$ cat src/rtl/data_mem_pkg.sv
// Shared definitions for the data memory controller: bus widths, CPU opcodes,
// controller state encoding, stack pointer defaults and the registered access
// descriptor carried from arbitration into the issue/capture phases.
package data_mem_pkg;

  localparam int unsigned ADDR_W = 9;
  localparam int unsigned DATA_W = 16;
  localparam int unsigned SP_W   = 16;

  // Empty-stack pointer and lowest legal pointer value.
  localparam logic [SP_W-1:0] SP_RESET_DEFAULT = 16'h0200;
  localparam logic [SP_W-1:0] SP_LIMIT_DEFAULT = 16'h0100;

  // Requester slots on the arbiter.
  localparam int unsigned REQ_CPU = 0;
  localparam int unsigned REQ_DMA = 1;

  typedef enum logic [1:0] {
    OP_LOAD  = 2'b00,
    OP_STORE = 2'b01,
    OP_PUSH  = 2'b10,
    OP_POP   = 2'b11
  } cpu_op_e;

  typedef enum logic [1:0] {
    IDLE    = 2'd0,
    ISSUE   = 2'd1,
    CAPTURE = 2'd2
  } state_e;

  // Control side of an accepted access, latched when the winner is picked.
  typedef struct packed {
    logic dma;     // 1 = DMA owns the access, 0 = CPU
    logic rd;      // access reads memory and needs a CAPTURE phase
    logic sp_dec;  // successful push: decrement sp at end of ISSUE
    logic sp_inc;  // successful pop: increment sp at end of ISSUE
    logic ovf;     // rejected push
    logic unf;     // rejected pop
  } acc_ctl_t;

  // Stack slot addressed by a pointer value.
  function automatic logic [ADDR_W-1:0] sp_addr(input logic [SP_W-1:0] v);
    return v[ADDR_W-1:0];
  endfunction

endpackage

$ cat src/rtl/rr_arbiter2.sv
// Two-requester round-robin arbiter.
// Ports:
//   clk, rst  - clock, synchronous active-high reset
//   req[1:0]  - request vector (bit 0 CPU, bit 1 DMA)
//   grant[1:0]- one-hot grant, combinational from req and the last winner
// The last-winner record advances whenever a grant is issued; the caller
// gates req so that grants only appear when an access can be accepted.
module rr_arbiter2
  import data_mem_pkg::*;
(
  input  logic       clk,
  input  logic       rst,
  input  logic [1:0] req,
  output logic [1:0] grant
);

  // 1 = DMA won the last grant, so the CPU wins the next tie.
  logic last_dma_q;

  // Lone requester wins; a tie goes to whoever did not win last.
  always_comb begin
    grant = 2'b00;
    unique case (req)
      2'b01:   grant = 2'b01;
      2'b10:   grant = 2'b10;
      2'b11:   grant = last_dma_q ? 2'b01 : 2'b10;
      default: grant = 2'b00;
    endcase
  end

  always_ff @(posedge clk) begin
    if (rst) begin
      last_dma_q <= 1'b1;
    end else if (|grant) begin
      last_dma_q <= grant[REQ_DMA];
    end
  end

endmodule

$ cat src/rtl/data_mem_ctrl.sv
// Data memory controller: arbitrates CPU and DMA accesses onto a single-port
// DataMemory and implements a hardware stack (push/pop) for the CPU.
// Ports:
//   clk, rst                          - clock, synchronous active-high reset
//   cpu_req/op/addr/wdata             - CPU request (load/store/push/pop)
//   cpu_gnt, cpu_rvalid, cpu_rdata    - CPU accept pulse and read return
//   dma_req/we/addr/wdata             - DMA request (load/store only)
//   dma_gnt, dma_rvalid, dma_rdata    - DMA accept pulse and read return
//   sp_set, sp_value                  - CPU write of the stack pointer
//   mem_address/data_in/store/load    - DataMemory command (ISSUE cycle only)
//   mem_data_out                      - DataMemory read data, one cycle later
//   sp, stack_ovf, stack_unf          - stack pointer and sticky error flags
module data_mem_ctrl
  import data_mem_pkg::*;
#(
  parameter logic [SP_W-1:0] SP_RESET = SP_RESET_DEFAULT,
  parameter logic [SP_W-1:0] SP_LIMIT = SP_LIMIT_DEFAULT
) (
  input  logic              clk,
  input  logic              rst,

  input  logic              cpu_req,
  input  logic [1:0]        cpu_op,
  input  logic [ADDR_W-1:0] cpu_addr,
  input  logic [DATA_W-1:0] cpu_wdata,
  output logic              cpu_gnt,
  output logic              cpu_rvalid,
  output logic [DATA_W-1:0] cpu_rdata,

  input  logic              dma_req,
  input  logic              dma_we,
  input  logic [ADDR_W-1:0] dma_addr,
  input  logic [DATA_W-1:0] dma_wdata,
  output logic              dma_gnt,
  output logic              dma_rvalid,
  output logic [DATA_W-1:0] dma_rdata,

  input  logic              sp_set,
  input  logic [SP_W-1:0]   sp_value,

  output logic [ADDR_W-1:0] mem_address,
  output logic [DATA_W-1:0] mem_data_in,
  output logic              mem_store,
  output logic              mem_load,
  input  logic [DATA_W-1:0] mem_data_out,

  output logic [SP_W-1:0]   sp,
  output logic              stack_ovf,
  output logic              stack_unf
);

  state_e            state_q;
  acc_ctl_t          acc_q;
  acc_ctl_t          acc_d;

  logic              cpu_gnt_q;
  logic              dma_gnt_q;
  logic              cpu_rvalid_q;
  logic              dma_rvalid_q;
  logic [DATA_W-1:0] cpu_rdata_q;
  logic [DATA_W-1:0] dma_rdata_q;
  logic [ADDR_W-1:0] mem_address_q;
  logic [DATA_W-1:0] mem_data_in_q;
  logic              mem_store_q;
  logic              mem_load_q;
  logic [SP_W-1:0]   sp_q;
  logic              stack_ovf_q;
  logic              stack_unf_q;

  logic [ADDR_W-1:0] addr_d;
  logic [DATA_W-1:0] wdata_d;
  logic              store_d;
  logic              load_d;
  logic [SP_W-1:0]   sp_eff_d;

  logic [1:0]        arb_req;
  logic [1:0]        grant;

  // Requests are only arbitrated while idle, so the arbiter's history only
  // advances on accepted accesses.
  assign arb_req = (state_q == IDLE) ? {dma_req, cpu_req} : 2'b00;

  rr_arbiter2 u_arb (
    .clk   (clk),
    .rst   (rst),
    .req   (arb_req),
    .grant (grant)
  );

  // Decode the winner into a memory command. Stack checks use the pointer
  // value that will be live during ISSUE, so an sp_set in the same cycle is
  // honoured consistently for both the address and the later sp update.
  always_comb begin
    acc_d    = '0;
    addr_d   = '0;
    wdata_d  = '0;
    store_d  = 1'b0;
    load_d   = 1'b0;
    sp_eff_d = sp_set ? sp_value : sp_q;

    if (grant[REQ_DMA]) begin
      // DMA carries no stack opcode: only plain load/store are possible.
      acc_d.dma = 1'b1;
      acc_d.rd  = ~dma_we;
      addr_d    = dma_addr;
      wdata_d   = dma_wdata;
      store_d   = dma_we;
      load_d    = ~dma_we;
    end else if (grant[REQ_CPU]) begin
      unique case (cpu_op_e'(cpu_op))
        OP_LOAD: begin
          acc_d.rd = 1'b1;
          addr_d   = cpu_addr;
          load_d   = 1'b1;
        end
        OP_STORE: begin
          addr_d  = cpu_addr;
          wdata_d = cpu_wdata;
          store_d = 1'b1;
        end
        OP_PUSH: begin
          if (sp_eff_d == SP_LIMIT) begin
            acc_d.ovf = 1'b1;
          end else begin
            acc_d.sp_dec = 1'b1;
            addr_d       = sp_addr(sp_eff_d - SP_W'(1));
            wdata_d      = cpu_wdata;
            store_d      = 1'b1;
          end
        end
        OP_POP: begin
          if (sp_eff_d == SP_RESET) begin
            acc_d.unf = 1'b1;
          end else begin
            acc_d.rd     = 1'b1;
            acc_d.sp_inc = 1'b1;
            addr_d       = sp_addr(sp_eff_d);
            load_d       = 1'b1;
          end
        end
        default: ;
      endcase
    end
  end

  // Controller FSM with registered outputs. Pulses and the memory command
  // default low each cycle and are raised only for the state that owns them.
  always_ff @(posedge clk) begin
    if (rst) begin
      state_q       <= IDLE;
      acc_q         <= '0;
      cpu_gnt_q     <= 1'b0;
      dma_gnt_q     <= 1'b0;
      cpu_rvalid_q  <= 1'b0;
      dma_rvalid_q  <= 1'b0;
      cpu_rdata_q   <= '0;
      dma_rdata_q   <= '0;
      mem_address_q <= '0;
      mem_data_in_q <= '0;
      mem_store_q   <= 1'b0;
      mem_load_q    <= 1'b0;
      sp_q          <= SP_RESET;
      stack_ovf_q   <= 1'b0;
      stack_unf_q   <= 1'b0;
    end else begin
      cpu_gnt_q     <= 1'b0;
      dma_gnt_q     <= 1'b0;
      cpu_rvalid_q  <= 1'b0;
      dma_rvalid_q  <= 1'b0;
      mem_address_q <= '0;
      mem_data_in_q <= '0;
      mem_store_q   <= 1'b0;
      mem_load_q    <= 1'b0;

      unique case (state_q)
        IDLE: begin
          if (|grant) begin
            state_q       <= ISSUE;
            acc_q         <= acc_d;
            cpu_gnt_q     <= grant[REQ_CPU];
            dma_gnt_q     <= grant[REQ_DMA];
            mem_address_q <= addr_d;
            mem_data_in_q <= wdata_d;
            mem_store_q   <= store_d;
            mem_load_q    <= load_d;
          end
        end
        ISSUE: begin
          if (acc_q.sp_dec) sp_q <= sp_q - SP_W'(1);
          if (acc_q.sp_inc) sp_q <= sp_q + SP_W'(1);
          if (acc_q.ovf) stack_ovf_q <= 1'b1;
          if (acc_q.unf) stack_unf_q <= 1'b1;
          if (acc_q.rd) begin
            state_q      <= CAPTURE;
            cpu_rvalid_q <= ~acc_q.dma;
            dma_rvalid_q <= acc_q.dma;
          end else begin
            state_q <= IDLE;
          end
        end
        CAPTURE: begin
          state_q <= IDLE;
          if (cpu_rvalid_q) cpu_rdata_q <= mem_data_out;
          if (dma_rvalid_q) dma_rdata_q <= mem_data_out;
        end
        default: state_q <= IDLE;
      endcase

      // A direct pointer write overrides any push/pop update this cycle.
      if (sp_set) sp_q <= sp_value;
    end
  end

  assign cpu_gnt     = cpu_gnt_q;
  assign dma_gnt     = dma_gnt_q;
  assign cpu_rvalid  = cpu_rvalid_q;
  assign dma_rvalid  = dma_rvalid_q;
  assign mem_address = mem_address_q;
  assign mem_data_in = mem_data_in_q;
  assign mem_store   = mem_store_q;
  assign mem_load    = mem_load_q;
  assign sp          = sp_q;
  assign stack_ovf   = stack_ovf_q;
  assign stack_unf   = stack_unf_q;

  // Memory data only exists during CAPTURE, so it is passed straight through
  // on the strobe cycle and held from the capture register afterwards.
  assign cpu_rdata = cpu_rvalid_q ? mem_data_out : cpu_rdata_q;
  assign dma_rdata = dma_rvalid_q ? mem_data_out : dma_rdata_q;

endmodule

$ cat config.mk
export PLATFORM = sky130hd
export DESIGN_NAME = data_mem_ctrl
export DESIGN_NICKNAME = d
export VERILOG_FILES = /design/src/rtl/data_mem_pkg.sv /design/src/rtl/rr_arbiter2.sv /design/src/rtl/data_mem_ctrl.sv
export SDC_FILE = /design/constraint.sdc
export NUM_CORES = 1
export LEC_CHECK = 0
export ABC_AREA = 1
export CORE_MARGIN = 1
export CORE_UTILIZATION = 47
export CTS_CLUSTER_SIZE = 40
export DETAILED_ROUTE_END_ITERATION = 10
export GPL_ROUTABILITY_DRIVEN = 0
export HOLD_SLACK_MARGIN = 0.06
export PLACE_DENSITY = 0.82
export SLEW_MARGIN = 20
export SYNTH_ARGS = -nofsm -noshare
export SYNTH_HDL_FRONTEND = slang
export SYNTH_SLANG_ARGS = --single-unit
$ cat constraint.sdc
create_clock -name clk -period 2.5 [get_ports clk]
set_input_delay 0.5 -clock clk [delete_from_list [all_inputs] [get_ports clk]]
set_output_delay 0.5 -clock clk [all_outputs]
set_load 0.02 [all_outputs]
==> flow_summary_export.csv, run 1 <==
group,metric,value,unit
run_status,outcome,"complete, no violations",
final_layout,drive_above_1_share,0.111,
timing,tightest_slew,0.601,ns
setup_path,reg2regPathDepth,9,
detailed_routing,vias,5503,
logic_synthesis,synth_top_area_frac,0.348,
final_layout,final_area,7380,µm²
detailed_routing,firstDrtPassIters,5,
timing,rsz0062_at_grt,"no",
power,clkPwrFrac,0.304,
setup_path,worstPathArrival,1.88,ns
clocking,worstSkewPairLatency,0.36,ns
setup_path,critPathLaunchType,"primary input",
placement,place_area,7160,µm²
final_layout,diodes,0,
logic_synthesis,yosysSeqAreaShare,0.348,
setup_path,cp_slowest_stage_delay,0.66,ns
final_layout,fillCellCount,904,
placement,portBuffers,170,
final_layout,nets,1046,
power,pwr-share-comb,0.268,
power,switching_share,0.316,
clocking,cts.sinks,90,
clocking,clock-root-buffer,"clkbuf_8",
logic_synthesis,synthArstFlopShare,0,
grt,grt-ovfl-total,0,
detailed_routing,wl_per_cell,13.0,µm
logic_synthesis,yosys_warnings,0,
timing,relSlewSlack,0.595,
floorplan,dieArea,11500,µm²
setup_path,worstPathCellList,"clkdlybuf4s50_1 > nand2_1 > o21ai_1 > clkdlybuf4s50_1",
min_path,hp-class,"reg -> reg",
power,p_per_area,481,nW/µm²
setup_path,critPathSlowestCell,"clkdlybuf4s50_1",
logic_synthesis,ys_types,39,
clocking,tritoncts,"built",
floorplan,die_y,107,µm
detailed_routing,drc_errors,0,
timing,post-route-period-util,0.950,
detailed_routing,top_layer,"met4",
floorplan,core.rowCount,37,
clocking,clk_pin_slew,0.09,ns
floorplan,die_w,107,µm
floorplan,start_util,0.493,
floorplan,core,10500,µm²
detailed_routing,wl,14000,µm
logic_synthesis,ys_seq_elements,90,
clocking,cts_setup_buffers,0,
grt,antenna_found_initial,0,
floorplan,pin_count,171,
logic_synthesis,syn_area,5180,µm²
timing,fin_worst_skew,0.0137,ns
timing,finalHoldViolations,0,
logic_synthesis,synth-edff-count,0,
placement,hpwl,10700,µm
grt,grt_max_degree,37,
final_layout,post-route-util,0.702,
final_layout,multi_input_area,2920,µm²
grt,track_usage,0.250,
power,switching_power,0.00112,W
power,power.leakage,3.03,nW
logic_synthesis,syn_inst,754,
timing,fmax,0.421,GHz
grt,grt_pass1_wl,23100,µm
clocking,cts_htree_levels,3,
logic_synthesis,synth_area_per_cell,6.87,µm²
clocking,numCtsBuffers,9,
power,internal-power,0.00243,W
power,seq_power_share,0.428,
detailed_routing,wl_met2,6640,µm
detailed_routing,viasPerCell,5.11,
setup_path,cp_max_fo,2,
logic_synthesis,synth_nets,864,
logic_synthesis,synth-main-ff-cell,"dfxtp_1",
logic_synthesis,synth_area_leaders,"dfxtp_1 35%, nand2_1 15%, nor2_1 6.1%",
setup_path,worstPathRequired,2.00,ns
setup_path,worst_path_most_repeated_cell,"clkdlybuf4s50_1",
timing,setup_slack,0.124,ns
logic_synthesis,synth_top_area_cell,"dfxtp_1",
detailed_routing,wl_met1,6120,µm
timing,fin_crit,2.38,ns
timing,drv_slew,0,
final_layout,synthToLayoutAreaGrowth,42.4,%
detailed_routing,drtAntennaViolNets,0,
detailed_routing,wl_met3,1020,µm
timing,setup_viol,0,
min_path,worstHoldPathCells,1,
grt,grt_pass1_vias,5122,
placement,place_ws,-0.0592,ns
final_layout,seqCellArea,1800,µm²
power,irDropWorstVdd,421,µV
setup_path,crit_type,"in -> out",
clocking,clock_path_buffers,2,
run,maxCapViolations,0,
setup_path,end_kind,"output pin",
detailed_routing,drt-initial-drc-count,396,
cell usage after synthesis, types with 3 or more instances:
| library cell | instances |
|---|---|
| nand2_1 | 202 |
| dfxtp_1 | 90 |
| nor2_1 | 84 |
| inv_1 | 71 |
| a21oi_1 | 46 |
| o21ai_0 | 45 |
| nand3_1 | 41 |
| a211oi_1 | 33 |
| clkbuf_1 | 22 |
| ha_1 | 19 |
| a21oi_2 | 10 |
| nand3_2 | 10 |
| nand2_2 | 8 |
| a31oi_1 | 7 |
| xor2_1 | 7 |
| nand2_4 | 6 |
| inv_2 | 5 |
| nor2_2 | 5 |
| buf_2 | 4 |
| buf_6 | 4 |
| nand3b_1 | 4 |
| nand4_1 | 4 |
| nor2_4 | 4 |
| or2_2 | 4 |
| xnor2_1 | 3 |
registers in the layout, indices dropped and copies added (netlist names), 2 cells and up:
register	count
acc_q	6
mem_address	9
cpu_rdata_q	16
dma_rdata_q	16
sp	16
mem_data_in	16
state_q	2
worst paths after layout:
path,start,endpoint,slack (ns)
worst min-delay path,acc_q[5],cpu_rvalid,0.43
worst min register to register,acc_q[5],cpu_rvalid,0.43
worst max register to register,acc_q[2],sp[10],0.34
worst max-delay path,mem_data_out[7],dma_rdata[7],0.12
per-layer routing:
metal	vias up	global-route usage
li1	2824	-
met1	2453	0.310
met2	203	0.427
met3	23	0.0681
met4	0	0.0665
met5	-	0
cell usage in the layout, fill, tap and decap left out, drive strengths merged, types with 33 or more instances in the layout:
master | synthesis | routed
nand3 | 51 | 51
a211oi | 33 | 33
nand2 | 216 | 216
clkdlybuf4s50 | 0 | 169
buf | 11 | 35
a21oi | 56 | 56
inv | 76 | 79
nor2 | 93 | 93
o21ai | 45 | 45
dfxtp | 90 | 90
metrics by stage:
step                      TNS [ns]  cells  hold WS (ns)  total power [W]
after floorplan                  0    754         0.393          0.00211
after global placement     -0.0143   1061         0.396          0.00249
after detailed placement   -0.0724   1061         0.418          0.00250
after CTS                        0   1077         0.429          0.00357
after global routing             0   1077         0.453          0.00374
final                            0   1077         0.435          0.00355
critical path, delay by kind of cell:
kind,cells,cell delay (ns)
and+or+nand+nor,1,0.07
AOI/OAI and AO/OA,1,0.14
buffers and inverters,2,1.17
repair_timing:
action / CTS / global route
setup endpoints to repair: 0 / 1
hold buffers: 0 / 0
gates resized for setup: 0 / 1
hold endpoints to repair: 0 / 0
layout make-up:
type / count / share of cell area
Sequential cell: 90 / 0.244
Clock buffer: 10 / 0.0187
Inverter: 76 / 0.0387
Timing Repair Buffer: 204 / 0.268
Multi-Input combinational cell: 555 / 0.396
Tap cell: 136 / 0.0231
Clock inverter: 6 / 0.0112
power by group through the flow:
stage,Sequential [W],Combinational (W),Clock (W)
3_3_place_gp,0.00155,0.000936,0
6_report,0.00152,0.000953,0.00108
3_5_place_dp,0.00155,0.000946,0
2_1_floorplan,0.00159,0.000516,0
4_1_cts,0.00152,0.000950,0.00110
5_1_grt,0.00152,0.00106,0.00116
logic make-up after synthesis:
group	synth area share
xor gates and xnor gates	0.0169
AOI/OAI and AO/OA	0.176
DFF	0.348
adders and majority gates	0.0497
and+or+nand+nor	0.321
buffers and inverters	0.0886
No activity file was read; power rests on OpenSTA's default activity.
==> run 2: changes to the inputs <==
REMOVE_ABC_BUFFERS = 1   (was unset)
==> flow_summary_export.csv, run 2 (synthesized netlist as in run 1, its figures left out) <==
group,metric,value,unit
setup_path,cp_max_fo,33,
detailed_routing,drtAntennaViolNets,0,
grt,busiest_layer,"met2",
clocking,cts_htree_levels,3,
clocking,cts_setup_buffers,0,
final_layout,layout_commonest_cell,"nand2_1",
setup_path,worstPathArrival,1.87,ns
grt,grt_pass1_wl,23100,µm
final_layout,drive_above_1_share,0.105,
grt,met2_usage,0.426,
timing,whs,0.434,ns
grt,use_met1,0.320,
setup_path,critPathSlowestCell,"clkdlybuf4s50_1",
setup_path,critPathLaunchType,"flip-flop",
floorplan,core.rowCount,37,
setup_path,critPathTopFamily,"buffers and inverters",
timing,post-route-period-util,0.947,
detailed_routing,firstDrtPassIters,5,
clocking,postCtsHoldBufs,0,
grt,grt_use_met3,0.0438,
timing,fin_crit,2.37,ns
final_layout,nets,1040,
clocking,numCtsBuffers,9,
clocking,worstSkewPairLatency,0.36,ns
floorplan,dieArea,11500,µm²
clocking,tritoncts,"built",
clocking,clock_path_buffers,2,
grt,grt_pass1_vias,5006,
run,maxCapViolations,0,
clocking,cts_resized,0,
floorplan,die_y,107,µm
floorplan,die_w,107,µm
floorplan,core,10500,µm²
timing,tightest_slew,0.906,ns
clocking,clock-root-buffer,"clkbuf_8",
setup_path,crit_type,"reg -> out",
floorplan,pin_count,171,
detailed_routing,vias,5485,
setup_path,cp_slowest_stage_delay,0.66,ns
final_layout,final_area,7360,µm²
clocking,cts.sinks,90,
grt,antenna_found_initial,0,
timing,relSlewSlack,0.394,
timing,drv_slew,0,
clocking,clk_pin_slew,0.10,ns
timing,fin_worst_skew,0.0141,ns
detailed_routing,wl_per_cell,13.1,µm
power,power.leakage,3.02,nW
final_layout,final_cell_mix,"201 x nand2_1, 169 x clkdlybuf4s50_1, 90 x dfxtp_1, 84 x nor2_1, 71 x inv_1",
timing,fmax,0.422,GHz
grt,grt-ovfl-total,0,
setup_path,worst-path-buf-inv,2,
final_layout,synthToLayoutAreaGrowth,42.1,%
timing,setup_viol,0,
setup_path,end_kind,"output pin",
detailed_routing,drc_errors,0,
placement,hpwl,10600,µm
grt,track_usage,0.250,
setup_path,worstPathCellList,"buf_4 > o21ai_0 > clkdlybuf4s50_1",
detailed_routing,wl,14100,µm
min_path,hp-class,"reg -> reg",
grt,grt_max_degree,34,
detailed_routing,drt-initial-drc-count,359,
power,irDropWorstVdd,273,µV
setup_path,worstPathRequired,2.00,ns
run_status,outcome,"complete, no violations",
placement,portBuffers,170,
timing,finalHoldViolations,0,
timing,rsz0062_at_grt,"no",
placement,place_area,7140,µm²
final_layout,diodes,0,
floorplan,start_util,0.493,
setup_path,reg2reg_slack,0.37,ns
power,p_per_area,489,nW/µm²
detailed_routing,viasPerCell,5.12,
-- run 2: changes by cell type in the layout (fill, tap and decap cells not counted), sizes merged --
cell    delta
buf        -6
clkinv     +1
bufinv     +1
inv        -1
clkbuf     -1
-- run 2: metrics by stage --
stage / TNS, ns / util / instances / total power, W / setup slack, ns
global route: 0 / 0.701 / 1071 / 0.00379 / 0.0102
CTS: 0 / 0.701 / 1071 / 0.00362 / 0.0923
finish: 0 / 0.701 / 1071 / 0.00360 / 0.133
detailed placement: -0.184 / 0.679 / 1055 / 0.00249 / -0.0359
floorplan: 0 / - / 721 / 0.00207 / 0.415
global placement: 0 / 0.679 / 1055 / 0.00248 / 0.0269
-- run 2: metal layers --
layer	wire length (µm)	vias up
met5	0	-
met4	267	0
met3	968	28
met2	6570	194
met1	6260	2447
li1	-	2816
-- run 2: final cells by class --
class / instances / area, µm²
Inverter: 76 / 285
Tap cell: 136 / 170
Multi-Input combinational cell: 555 / 2920
Fill cell: 886 / 3150
Sequential cell: 90 / 1800
Clock inverter: 7 / 101
Timing Repair Buffer: 198 / 1960
Clock buffer: 9 / 124
-- run 2: worst paths after layout --
kind	from	to	cells after the start
max	cpu_rvalid	cpu_rdata[12]	3
min reg2reg	acc_q[5]	cpu_rvalid	1
max reg2reg	acc_q[2]	sp[9]	10
min	acc_q[5]	cpu_rvalid	1
-- run 2: worst register-to-register path, cell delays in order, from the launching register on --
cell and delay [ns]:
dfxtp_1 0.32, inv_1 0.20, buf_4 0.24, ha_1 0.31
a21oi_1 0.20, nand2_1 0.15, nand2_1 0.08, nand2_1 0.06
or2_2 0.27, nand3_1 0.08, nand4_1 0.10
-- run 2: where the power goes --
group	leakage, nW	total (W)	switching, W	internal, W
clock	0.112	0.00113	0.000561	0.000574
sequential	0.731	0.00152	0.0000349	0.00148
combinational	2.17	0.000952	0.000521	0.000431
total	3.02	0.00360	0.00112	0.00249
